[src/rtl/store_byte_serializer.sv]
// ---------------------------------------------------------------------------
// store_byte_serializer
//
// Narrows a 32-bit store operand to byte/half/word and writes it out
// little-endian on a byte-wide data-memory bus, one byte per accepted beat.
// It is the store-side inverse of the load path's sign extension: the upper
// operand bits beyond the selected size are dropped. It does not round or
// saturate them.
//
// Optional build macro: STORE_ALIGN_CHECK_EN
//   defined   - a misaligned half (addr[0]!=0) or word (addr[1:0]!=0) is
//               rejected with an err pulse. No beats are issued for it.
//   undefined - misaligned requests are serialized byte-wise. The address
//               wraps modulo 2^ADDR_WIDTH.
//
// Ports:
//   clk, reset           rising-edge clock, synchronous active-high reset
//   req_valid/req_ready  store request handshake
//   req_addr             byte address of the least-significant byte
//   req_data             store operand (only the low 8/16/32 bits are used)
//   req_size             00 byte, 01 half, 10 word, 11 illegal
//   mem_valid/mem_ready  byte-beat handshake toward data memory
//   mem_addr, mem_wdata  current beat address and byte
//   busy                 a request is being serialized
//   done                 one-cycle pulse after the last beat is accepted
//   err                  one-cycle pulse when a request is rejected
// ---------------------------------------------------------------------------
module store_byte_serializer #(
    parameter int ADDR_WIDTH = 32
) (
    input  logic                  clk,
    input  logic                  reset,
    input  logic                  req_valid,
    output logic                  req_ready,
    input  logic [ADDR_WIDTH-1:0] req_addr,
    input  logic [31:0]           req_data,
    input  logic [1:0]            req_size,
    output logic                  mem_valid,
    input  logic                  mem_ready,
    output logic [ADDR_WIDTH-1:0] mem_addr,
    output logic [7:0]            mem_wdata,
    output logic                  busy,
    output logic                  done,
    output logic                  err
);

    typedef enum logic [0:0] {
        ST_IDLE = 1'b0,
        ST_SEND = 1'b1
    } state_t;

    state_t                  state_r, state_s;
    logic [ADDR_WIDTH-1:0]   addr_r, addr_s;
    logic [31:0]             data_r, data_s;
    logic [1:0]              idx_r, idx_s;
    logic [1:0]              last_r, last_s;
    logic                    done_r, done_s;
    logic                    err_r, err_s;
    logic                    reject_s;

    // Index of the final beat for a given size code (N-1).
    function automatic logic [1:0] last_index(input logic [1:0] size);
        logic [1:0] res;
        case (size)
            2'b00:   res = 2'd0;
            2'b01:   res = 2'd1;
            2'b10:   res = 2'd3;
            default: res = 2'd0;
        endcase
        return res;
    endfunction

    // Classify an incoming request as rejected (illegal size, or misaligned when checked).
    always_comb begin
        reject_s = 1'b0;
        if (req_size == 2'b11) begin
            reject_s = 1'b1;
        end else begin
`ifdef STORE_ALIGN_CHECK_EN
            if ((req_size == 2'b01) && (req_addr[0] != 1'b0)) begin
                reject_s = 1'b1;
            end else if ((req_size == 2'b10) && (req_addr[1:0] != 2'b00)) begin
                reject_s = 1'b1;
            end else begin
                reject_s = 1'b0;
            end
`else
            reject_s = 1'b0;
`endif
        end
    end

    // Next-state and next-register logic. data_r keeps the not-yet-sent
    // bytes with the current byte at [7:0]. It shifts right one byte per accepted beat.
    always_comb begin
        state_s = state_r;
        addr_s  = addr_r;
        data_s  = data_r;
        idx_s   = idx_r;
        last_s  = last_r;
        done_s  = 1'b0;
        err_s   = 1'b0;
        case (state_r)
            ST_IDLE: begin
                if (req_valid) begin
                    if (reject_s) begin
                        err_s = 1'b1;
                    end else begin
                        state_s = ST_SEND;
                        addr_s  = req_addr;
                        data_s  = req_data;
                        idx_s   = 2'd0;
                        last_s  = last_index(req_size);
                    end
                end else begin
                    state_s = ST_IDLE;
                end
            end
            ST_SEND: begin
                if (mem_ready) begin
                    if (idx_r == last_r) begin
                        state_s = ST_IDLE;
                        done_s  = 1'b1;
                    end else begin
                        idx_s  = idx_r + 2'd1;
                        addr_s = addr_r + {{(ADDR_WIDTH-1){1'b0}}, 1'b1};
                        data_s = {8'h00, data_r[31:8]};
                    end
                end else begin
                    state_s = ST_SEND;
                end
            end
            default: begin
                state_s = ST_IDLE;
            end
        endcase
    end

    // State and datapath registers with synchronous reset.
    always_ff @(posedge clk) begin
        if (reset) begin
            state_r <= ST_IDLE;
            addr_r  <= {ADDR_WIDTH{1'b0}};
            data_r  <= 32'h0000_0000;
            idx_r   <= 2'd0;
            last_r  <= 2'd0;
            done_r  <= 1'b0;
            err_r   <= 1'b0;
        end else begin
            state_r <= state_s;
            addr_r  <= addr_s;
            data_r  <= data_s;
            idx_r   <= idx_s;
            last_r  <= last_s;
            done_r  <= done_s;
            err_r   <= err_s;
        end
    end

    assign req_ready = (state_r == ST_IDLE);
    assign busy      = (state_r == ST_SEND);
    assign mem_valid = (state_r == ST_SEND);
    assign mem_addr  = addr_r;
    assign mem_wdata = data_r[7:0];
    assign done      = done_r;
    assign err       = err_r;

endmodule

[config.mk]
export PLATFORM = sky130hd
export DESIGN_NAME = store_byte_serializer
export DESIGN_NICKNAME = d
export VERILOG_FILES = /design/src/rtl/store_byte_serializer.sv
export SDC_FILE = /design/constraint.sdc
export NUM_CORES = 1
export LEC_CHECK = 0
export CAP_MARGIN = 0
export CORE_MARGIN = 8
export CORE_UTILIZATION = 48
export DETAILED_ROUTE_END_ITERATION = 7
export PLACE_DENSITY = 0.83
export RECOVER_POWER = 25
export SETUP_SLACK_MARGIN = 0.1
export SYNTH_ARGS = -nofsm -noshare
export SYNTH_HDL_FRONTEND = slang
export SYNTH_SLANG_ARGS = --single-unit
[constraint.sdc]
create_clock -name clk -period 2.3 [get_ports clk]
set_input_delay 0.46 -clock clk [delete_from_list [all_inputs] [get_ports clk]]
set_output_delay 0.46 -clock clk [all_outputs]
set_load 0.01 [all_outputs]
==> key figures, run 1 <==
Timing
  • Fin Hold WS: 0.459 ns
  • Relative slew slack: 46.8%
  • Hold Violations, Final: 0
  • Max frequency: 0.487 GHz
  • Fin crit period: 2.05 ns
  • Pin slew with the least headroom to its limit: 0.798 ns
  • Layout Skew: 0.00760 ns
  • Unrepaired setup endpoints after global routing: no
  • Period utilization: 89.2%
  • Final Max Slew Viols: 0
  • Setup Viol. Count Final: 0
  • Setup TNS: 0 ns

Die
  • Core Footprint: 8090 um^2
  • Die Height: 107 um
  • Chip Width: 107 um
  • Die ar.: 11,400 um^2
  • Num rows: 33
  • Starting Density: 48.8%
  • IO Count: 115

Clocking
  • Clock Tree Buf Depth: 2
  • CTS Root Cell: clkbuf_8
  • Postcts setup bufs: 0
  • H-tree levels: 3
  • # clock sinks: 71
  • CTS clock-pin slew for the worst setup and hold paths: 0.08 ns
  • Post-CTS Hold Buffers: 0
  • CTS tree: built
  • Worst-skew pair later-pin latency: 0.34 ns
  • CTS buffer count: 9
  • Cts repair resizes: 0

Drt
  • Final ANT Viol Nets: 0
  • Iter 0 DRT Violations: 342
  • Final WL: 12,100 um
  • Vias: 4,081
  • DRT Pass-1 Iters: 5
  • Drt drc: 0
  • Number of vias per cell: 5.98
  • Drt wl/cell: 17.7 um

Layout
  • Antenna cells: 0
  • Area occupied by multi-input gates: 2210 um^2
  • Layout cells sized above 1: 9.86%
  • FF/Latch Area: 1420 um^2
  • Final core occ: 66.1%
  • Fillcell total: 684
  • Layout area overhead: 35.4%
  • Nets: 646

Global route
  • Largest net degree at the start of global routing: 35
  • Antenna violations before repair: 0
  • First-pass GRT wire length: 19,800 um
  • Tot GR Track Use: 20.9%
  • Vias in the first global route: 4,013
  • Total congestion overflow: 0

Logic synthesis
  • YS warnings: 0
  • Synth Register Bits: 71
  • Post-Synthesis Cells: 476
  • Synth cell count leaders: 71 x dfxtp_1, 48 x a21oi_1, 42 x nor2_1, 36 x nand2_1, 35 x mux2i_1
  • Syn_nets: 549
  • Post-synth EDFFs: 0
  • Count leader, synth: dfxtp_1
  • Syn avg cell area: 8.30 um^2
  • Mapped Area: 3950 um^2
  • Top post-synthesis cells by area: dfxtp_1 36%, mux2i_1 8.9%, a21oi_1 6.1%
  • Synth top area share: 36.0%
  • Asr flop ratio synth: 0%
  • Area leader, netlist: dfxtp_1
  • Post-synthesis cell type count: 59
  • Sequential area share after synthesis: 36.0%
  • Primary FF master, synth: dfxtp_1

Placement
  • GP Congestion: 0.881
  • IO buf count: 114
  • HPWL after DPL: 8730 um

Power
  • Logic pwr share: 22.2%
  • Sw frac: 29.0%
  • P_sw: 0.951 mW
  • Static Leak: 1.93 nW
  • Internal power: 2.33 mW
  • Clock network power share: 34.2%
  • VDD IR-drop max: 0.000341 V
  • Pwr Density: 614 nW/um^2
  • Sequential Power Share: 43.6%
  • Overall power: 3.28 mW

Critical path
  • Critical path type: in2reg
  • FF-to-FF path depth: 6
  • Required @ worst endpoint: 2.56 ns
  • R2r setup slk: 0.25 ns
  • Critical register-to-register path endpoint: mem_addr[30]
  • Crit path max fanout: 22
  • CP endpoint kind: flip-flop
  • Crit path launch: req_size[0]
  • Critical R2R Launch: mem_addr[0]
  • Worst setup SP type: input port
  • Arr. time, crit path: 2.31 ns

Run status
  • Status: finished, final reports clean

Hold path
  • Worst hold start: data_r[27]
  • Hold path depth: 2
  • Worst Hold End: data_r[27]
  • Hold WC Path Type: reg2reg

Flow run
  • Maximum capacitance violations: 0
placed cells by master (no fill, tap or decap), types with 4 or more instances in the layout:
cell type,instances
clkdlybuf4s50_1,98
dfxtp_1,70
a21oi_1,48
nor2_1,43
nand2_1,37
mux2i_1,35
a211oi_1,29
nand3_1,23
buf_4,18
dlygate4sd3_1,15
o21ai_0,14
nor3_1,13
and3_1,13
inv_1,10
o22ai_1,9
clkbuf_8,9
nor4_1,6
o32ai_1,6
and4_1,5
nand4_1,5
a31oi_1,5
or3_1,4
flip-flops by register name (all words and copies together) (netlist names):
signal	flops
busy	1
data_r	32
done	1
err	1
idx_r	2
last_r	2
mem_addr	32
worst max-delay path: stages:
cell and delay (ns):
dlygate4sd3_1 0.56, ha_1 0.20, inv_1 0.08, nand3_1 0.13
nand2_1 0.29, buf_4 0.31, nor2_1 0.08, a211oi_1 0.20
worst max path at each step:
stage                   endpoint  slack (ns)  depth (start not counted)
floorplan           mem_addr[30]        0.34                          8
global placement    mem_addr[23]        0.06                          8
detailed placement  mem_addr[23]       -0.01                          8
CTS                 mem_addr[30]        0.29                          6
global route        mem_addr[23]         0.1                          8
finish                data_r[15]        0.25                          8
per-layer routing:
| layer | vias to the layer above | wire length [um] | global-route usage [%] |
|---|---|---|---|
| met5 | - | 0 | 0 |
| met3 | 26 | 880 | 4.14 |
| met4 | 0 | 261 | 8.34 |
| li1 | 1931 | - | - |
| met2 | 199 | 5880 | 35.0 |
| met1 | 1925 | 5090 | 25.8 |
power by group through the flow:
stage	clock network, mW	logic, mW	registers, mW
6_report	1.12	0.729	1.43
5_1_grt	1.19	0.793	1.44
4_1_cts	1.13	0.740	1.43
3_5_place_dp	0	0.734	1.46
3_3_place_gp	0	0.717	1.45
2_1_floorplan	0	0.383	1.45
logic make-up (layout without fill, tap and decap cells):
kind of cell / after synthesis / in the layout / synth area share [%]
AOI/OAI and AO/OA: 130 / 130 / 21.8
muxes: 35 / 35 / 8.87
DFF: 71 / 71 / 36.0
buffers and inverters: 60 / 162 / 7.82
xor gates and xnor gates: 2 / 2 / 0.634
adders and majority gates: 3 / 3 / 0.950
and+or+nand+nor: 175 / 175 / 24.0
per-stage QoR:
stage	cell area (um^2)	setup WS, ns	std cells
after floorplan	3950	0.344	476
after global placement	5140	0.0616	667
after detailed placement	5140	-0.00963	667
after CTS	5360	0.286	683
after global routing	5350	0.0990	683
final	5350	0.247	683
layout make-up:
type                    count  area share [%]
clock buffers              10            2.39
flip-flops and latches     71            26.6
multi-input cells         345            41.4
inverters                  10           0.702
clock inverters             6            1.73
repair buffers            136            24.7
well taps                 105            2.46
(Power assumes the default switching activity.)
==> inputs of run 2 (changes only) <==
- PLACE_DENSITY: 0.83 -> not set
- PLACE_DENSITY_LB_ADDON: not set -> 0.3
==> key figures, run 2 (synthesis results as in run 1) <==
Drt
  • Drt wl/cell: 17.4 um (-1.7%)
  • Vias: 4,038 (-1.1%)
  • Final ANT Viol Nets: 0 (unchanged)
  • Number of vias per cell: 5.93 (-0.76%)
  • Drt drc: 0 (unchanged)
  • DRT Pass-1 Iters: 4 (-1)
  • Iter 0 DRT Violations: 243 (-29%)
  • Final WL: 11,900 um (-2.0%)

Timing
  • Fin crit period: 2.11 ns (+0.0539 ns)
  • Period utilization: 91.6% (+2.3 points)
  • Fin Hold WS: 0.452 ns (-0.00700 ns)
  • Layout Skew: 0.0119 ns (+0.00430 ns)
  • Unrepaired setup endpoints after global routing: no
  • Pin slew with the least headroom to its limit: 0.507 ns (-0.291 ns)
  • Setup TNS: 0 ns (unchanged)
  • Setup Viol. Count Final: 0 (unchanged)
  • Max frequency: 0.475 GHz (-2.6%)
  • Relative slew slack: 66.2% (+19 points)
  • Hold Violations, Final: 0 (unchanged)
  • Final Max Slew Viols: 0 (unchanged)

Flow run
  • Maximum capacitance violations: 0 (unchanged)

Hold path
  • Worst hold start: data_r[30]
  • Worst Hold End: data_r[30]
  • Hold WC Path Type: reg2reg
  • Hold path depth: 2 (unchanged)

Clocking
  • Post-CTS Hold Buffers: 0 (unchanged)
  • Clock Tree Buf Depth: 2 (unchanged)
  • Cts repair resizes: 0 (unchanged)
  • H-tree levels: 3 (unchanged)
  • Postcts setup bufs: 0 (unchanged)
  • CTS buffer count: 9 (unchanged)
  • CTS tree: built
  • Worst-skew pair later-pin latency: 0.34 ns (about the same)
  • CTS clock-pin slew for the worst setup and hold paths: 0.07 ns (about the same)
  • # clock sinks: 71 (unchanged)
  • CTS Root Cell: clkbuf_8

Layout
  • Final Cell Area: 5320 um^2 (-0.42%)
  • Most common library cell in the layout ignoring fill and taps: clkdlybuf4s50_1
  • Most frequent cells in the layout: 97 x clkdlybuf4s50_1, 70 x dfxtp_1, 48 x a21oi_1
  • Layout area overhead: 34.8%
  • Antenna cells: 0 (unchanged)
  • Layout cells sized above 1: 9.72% (-0.14 points)
  • Fillcell total: 725 (+6.0%)
  • Final core occ: 65.8% (-0.28 points)
  • Nets: 644 (-0.31%)

Global route
  • Tot GR Track Use: 20.5% (-0.45 points)
  • Total congestion overflow: 0 (unchanged)
  • Antenna violations before repair: 0 (unchanged)
  • First-pass GRT wire length: 19,300 um (-2.2%)
  • Vias in the first global route: 3,920 (-2.3%)
  • Largest net degree at the start of global routing: 58 (+66%)

Die
  • Num rows: 33 (unchanged)
  • Chip Width: 107 um (unchanged)
  • Starting Density: 48.8% (unchanged)
  • Core Footprint: 8090 um^2 (unchanged)
  • Die ar.: 11,400 um^2 (unchanged)
  • Die Height: 107 um (unchanged)
  • IO Count: 115 (unchanged)

Placement
  • IO buf count: 114 (unchanged)
  • HPWL after DPL: 8550 um (-2.0%)
  • GP Congestion: 0.857 (-2.7%)
  • Post-DP Area: 5130 um^2 (about the same)

Power
  • Static Leak: 1.92 nW (-0.56%)
  • Overall power: 3.16 mW (-3.6%)
  • Pwr Density: 594 nW/um^2 (-3.2%)
  • VDD IR-drop max: 0.000299 V (-12%)

Critical path
  • Crit path max fanout: 13 (-41%)
  • FF-to-FF path depth: 6 (unchanged)
  • Critical path type: reg2out
  • Critical register-to-register path endpoint: mem_addr[30]
  • Required @ worst endpoint: 1.84 ns (-0.72 ns)
  • CP endpoint kind: output pin
  • Arr. time, crit path: 1.65 ns (-0.66 ns)
  • R2r setup slk: 0.25 ns (about the same)
  • Critical R2R Launch: mem_addr[0]
  • Worst setup SP type: flip-flop

Run status
  • Status: finished, final reports clean
==> run 2: cell count changes in the layout (fill, tap and decap cells not counted), sizes merged <==
cell	change
clkinv	+1
buf	-1
clkbuf	-1
bufinv	-1
clkdlybuf4s50	-1
dlygate4sd3	+1
==> run 2: worst max-delay path, stage by stage (launching register included) <==
cell             delay, ns
dfxtp_2               0.38
inv_1                 0.30
clkdlybuf4s50_1       0.62
==> run 2: cell type report <==
class	count	area, um^2	area share, %
repair buffers	134	1320	24.8
multi-input cells	345	2220	41.6
well taps	105	131	2.47
inverters	10	37.5	0.705
clock inverters	6	67.6	1.27
flip-flops and latches	71	1420	26.7
clock buffers	10	128	2.40
==> run 2: per-layer routing <==
metal  share of wire [%]  GRT usage (%)  up-vias  routed length, um
met2                  47           32.1      201               5570
met5                   0              0        -                  0
li1                    -              -     1939                  -
met3                 8.2           4.74       22                973
met4                 2.4           9.75        0                282
met1                  42           26.0     1876               5040
==> run 2: where the power goes <==
group	internal, mW	switching (mW)
sequential	1.33	0.0981
combinational	0.384	0.347
clock	0.507	0.497
==> run 2: how the worst max path moves through the flow <==
stage | startpoint | endpoint | slack (ns) | cells past startpoint
final | busy | req_ready | 0.19 | 2
after global routing | req_size[1] | mem_addr[0] | 0.12 | 8
after CTS | busy | req_ready | 0.18 | 2
after detailed placement | req_size[0] | mem_addr[19] | 0.12 | 8
after global placement | req_size[0] | mem_addr[19] | 0.15 | 8
after floorplan | mem_addr[0] | mem_addr[30] | 0.34 | 8
==> run 2: stage by stage <==
stage | setup WS (ns) | std cells
after floorplan | 0.344 | 476
after global placement | 0.145 | 665
after detailed placement | 0.117 | 665
after CTS | 0.178 | 681
after global routing | 0.116 | 681
final | 0.194 | 681
==> inputs of run 3 (changes only) <==
- CORE_ASPECT_RATIO: not set -> 2
- CORE_UTILIZATION: 48 -> 49
- CTS_BUF_LIST: not set -> sky130_fd_sc_hd__clkbuf_4 sky130_fd_sc_hd__clkbuf_8
==> key figures, run 3 (synthesis results as in run 1) <==
Run status
  • Status: finished, final reports clean

Global route
  • Vias in the first global route: 4,072 (+3.9%)
  • Total congestion overflow: 0 (unchanged)
  • Antenna violations before repair: 0 (unchanged)
  • Tot GR Track Use: 21.3% (+0.82 points)
  • Largest net degree at the start of global routing: 54 (-6.9%)
  • First-pass GRT wire length: 19,600 um (+1.5%)

Drt
  • DRT Pass-1 Iters: 4 (unchanged)
  • Drt drc: 0 (unchanged)
  • Iter 0 DRT Violations: 239 (-1.6%)
  • Vias: 4,050 (+0.30%)
  • Number of vias per cell: 5.97 (+0.74%)
  • Drt wl/cell: 17.9 um (+2.9%)
  • Final WL: 12,200 um (+2.4%)
  • Final ANT Viol Nets: 0 (unchanged)

Timing
  • Layout Skew: 0.00697 ns (-0.00493 ns)
  • Fin crit period: 2.01 ns (-0.0965 ns)
  • Hold Violations, Final: 0 (unchanged)
  • Max frequency: 0.498 GHz (+4.8%)
  • Final Max Slew Viols: 0 (unchanged)
  • Period utilization: 87.4% (-4.2 points)
  • Fin Hold WS: 0.457 ns (+0.00539 ns)
  • Relative slew slack: 68.2% (+2.0 points)
  • Setup TNS: 0 ns (unchanged)
  • Setup Viol. Count Final: 0 (unchanged)
  • Unrepaired setup endpoints after global routing: no
  • Pin slew with the least headroom to its limit: 0.477 ns (-0.0303 ns)

Critical path
  • CP endpoint kind: flip-flop
  • Arr. time, crit path: 2.27 ns (+0.62 ns)
  • CP delay by family, top: buffers and inverters
  • Critical path's largest stage delay: 0.44 ns (-0.18 ns)
  • Critical path type: in2reg
  • CP cell instances: clkdlybuf4s50_1, ha_1, inv_1, and3_1, buf_4, nor3_1, or3_1, a311oi_1
  • Worst path bufs/invs: 3 (+1)
  • Worst setup SP type: input port
  • Crit path max fanout: 14 (+1)
  • Crit-path slowest cell: clkdlybuf4s50_1
  • Required @ worst endpoint: 2.56 ns (+0.72 ns)

Clocking
  • CTS buffer count: 9 (unchanged)
  • Worst-skew pair later-pin latency: 0.35 ns (about the same)
  • Postcts setup bufs: 0 (unchanged)
  • H-tree levels: 3 (unchanged)
  • # clock sinks: 71 (unchanged)
  • CTS tree: built
  • CTS Root Cell: clkbuf_8
  • Post-CTS Hold Buffers: 0 (unchanged)
  • CTS clock-pin slew for the worst setup and hold paths: 0.08 ns (about the same)
  • Cts repair resizes: 0 (unchanged)
  • Clock Tree Buf Depth: 2 (unchanged)

Die
  • Chip Width: 79.5 um (-26%)
  • Num rows: 46 (+39%)
  • Die ar.: 11,400 um^2 (-0.21%)
  • Die Height: 143 um (+34%)
  • Starting Density: 50.1% (+1.3 points)
  • Core Footprint: 7890 um^2 (-2.6%)
  • IO Count: 115 (unchanged)

Hold path
  • Hold WC Path Type: reg2reg

Power
  • VDD IR-drop max: 0.000435 V (+46%)
  • Pwr Density: 609 nW/um^2 (+2.6%)
  • Static Leak: 1.98 nW (+3.0%)

Layout
  • Area occupied by multi-input gates: 2220 um^2 (+0.11%)
  • Most frequent cells in the layout: 92 x clkdlybuf4s50_1, 71 x dfxtp_1, 48 x a21oi_1
  • Layout area overhead: 35.7%
  • Layout cells sized above 1: 10.8% (+1.1 points)
  • Fillcell total: 622 (-14%)
  • Most common library cell in the layout ignoring fill and taps: clkdlybuf4s50_1
  • Nets: 650 (+0.93%)
  • FF/Latch Area: 1420 um^2 (about the same)
  • Antenna cells: 0 (unchanged)

Placement
  • HPWL after DPL: 9050 um (+5.8%)
  • GP Congestion: 0.910 (+6.2%)
  • IO buf count: 114 (unchanged)

Flow run
  • Maximum capacitance violations: 0 (unchanged)
run 3: tightest hold or removal path, cell delays in order, from the launching register on:
cell and delay (ns):
dfxtp_1 0.31, nand2_1 0.05, a21oi_1 0.05
run 3: cell type report:
class	instances	area share, %
multi-input cells	345	41.4
flip-flops and latches	71	26.5
repair buffers	140	25.0
clock buffers	10	2.57
well taps	96	2.24
clock inverters	6	1.56
inverters	10	0.700
run 3: worst paths after layout:
| check | startpoint | depth (start not counted) | endpoint | slack (ns) |
|---|---|---|---|---|
| setup / recovery | req_size[0] | 8 | mem_addr[23] | 0.29 |
| setup reg to reg | mem_addr[0] | 6 | mem_addr[30] | 0.32 |
| hold reg to reg | data_r[25] | 2 | data_r[25] | 0.46 |
| hold / removal | data_r[25] | 2 | data_r[25] | 0.46 |
run 3: metal layers:
metal	vias up	global-route usage (%)	part of all wire, %
li1	1946	-	-
met1	1905	21.3	36
met2	165	37.7	54
met3	34	4.72	6.5
met4	0	14.0	3.7
met5	-	0	0
run 3: report_power, final:
group          switching [mW]  internal (mW)  total [mW]  leakage [nW]
combinational           0.349          0.380       0.729          1.28
sequential             0.0908           1.33        1.42         0.583
clock                   0.481          0.636        1.12         0.116
run 3: metrics by stage:
step / worst slack, ns / std cells / total power [mW] / util, % / area, um^2
2_1_floorplan: 0.344 / 476 / 1.83 / - / 3950
6_report: 0.290 / 678 / 3.27 / 68.0 / 5360
3_5_place_dp: -0.0710 / 662 / 2.19 / 65.2 / 5140
4_1_cts: 0.323 / 678 / 3.31 / 68.0 / 5370
3_3_place_gp: 0.0365 / 662 / 2.17 / 65.2 / 5140
5_1_grt: 0.128 / 678 / 3.42 / 68.0 / 5360
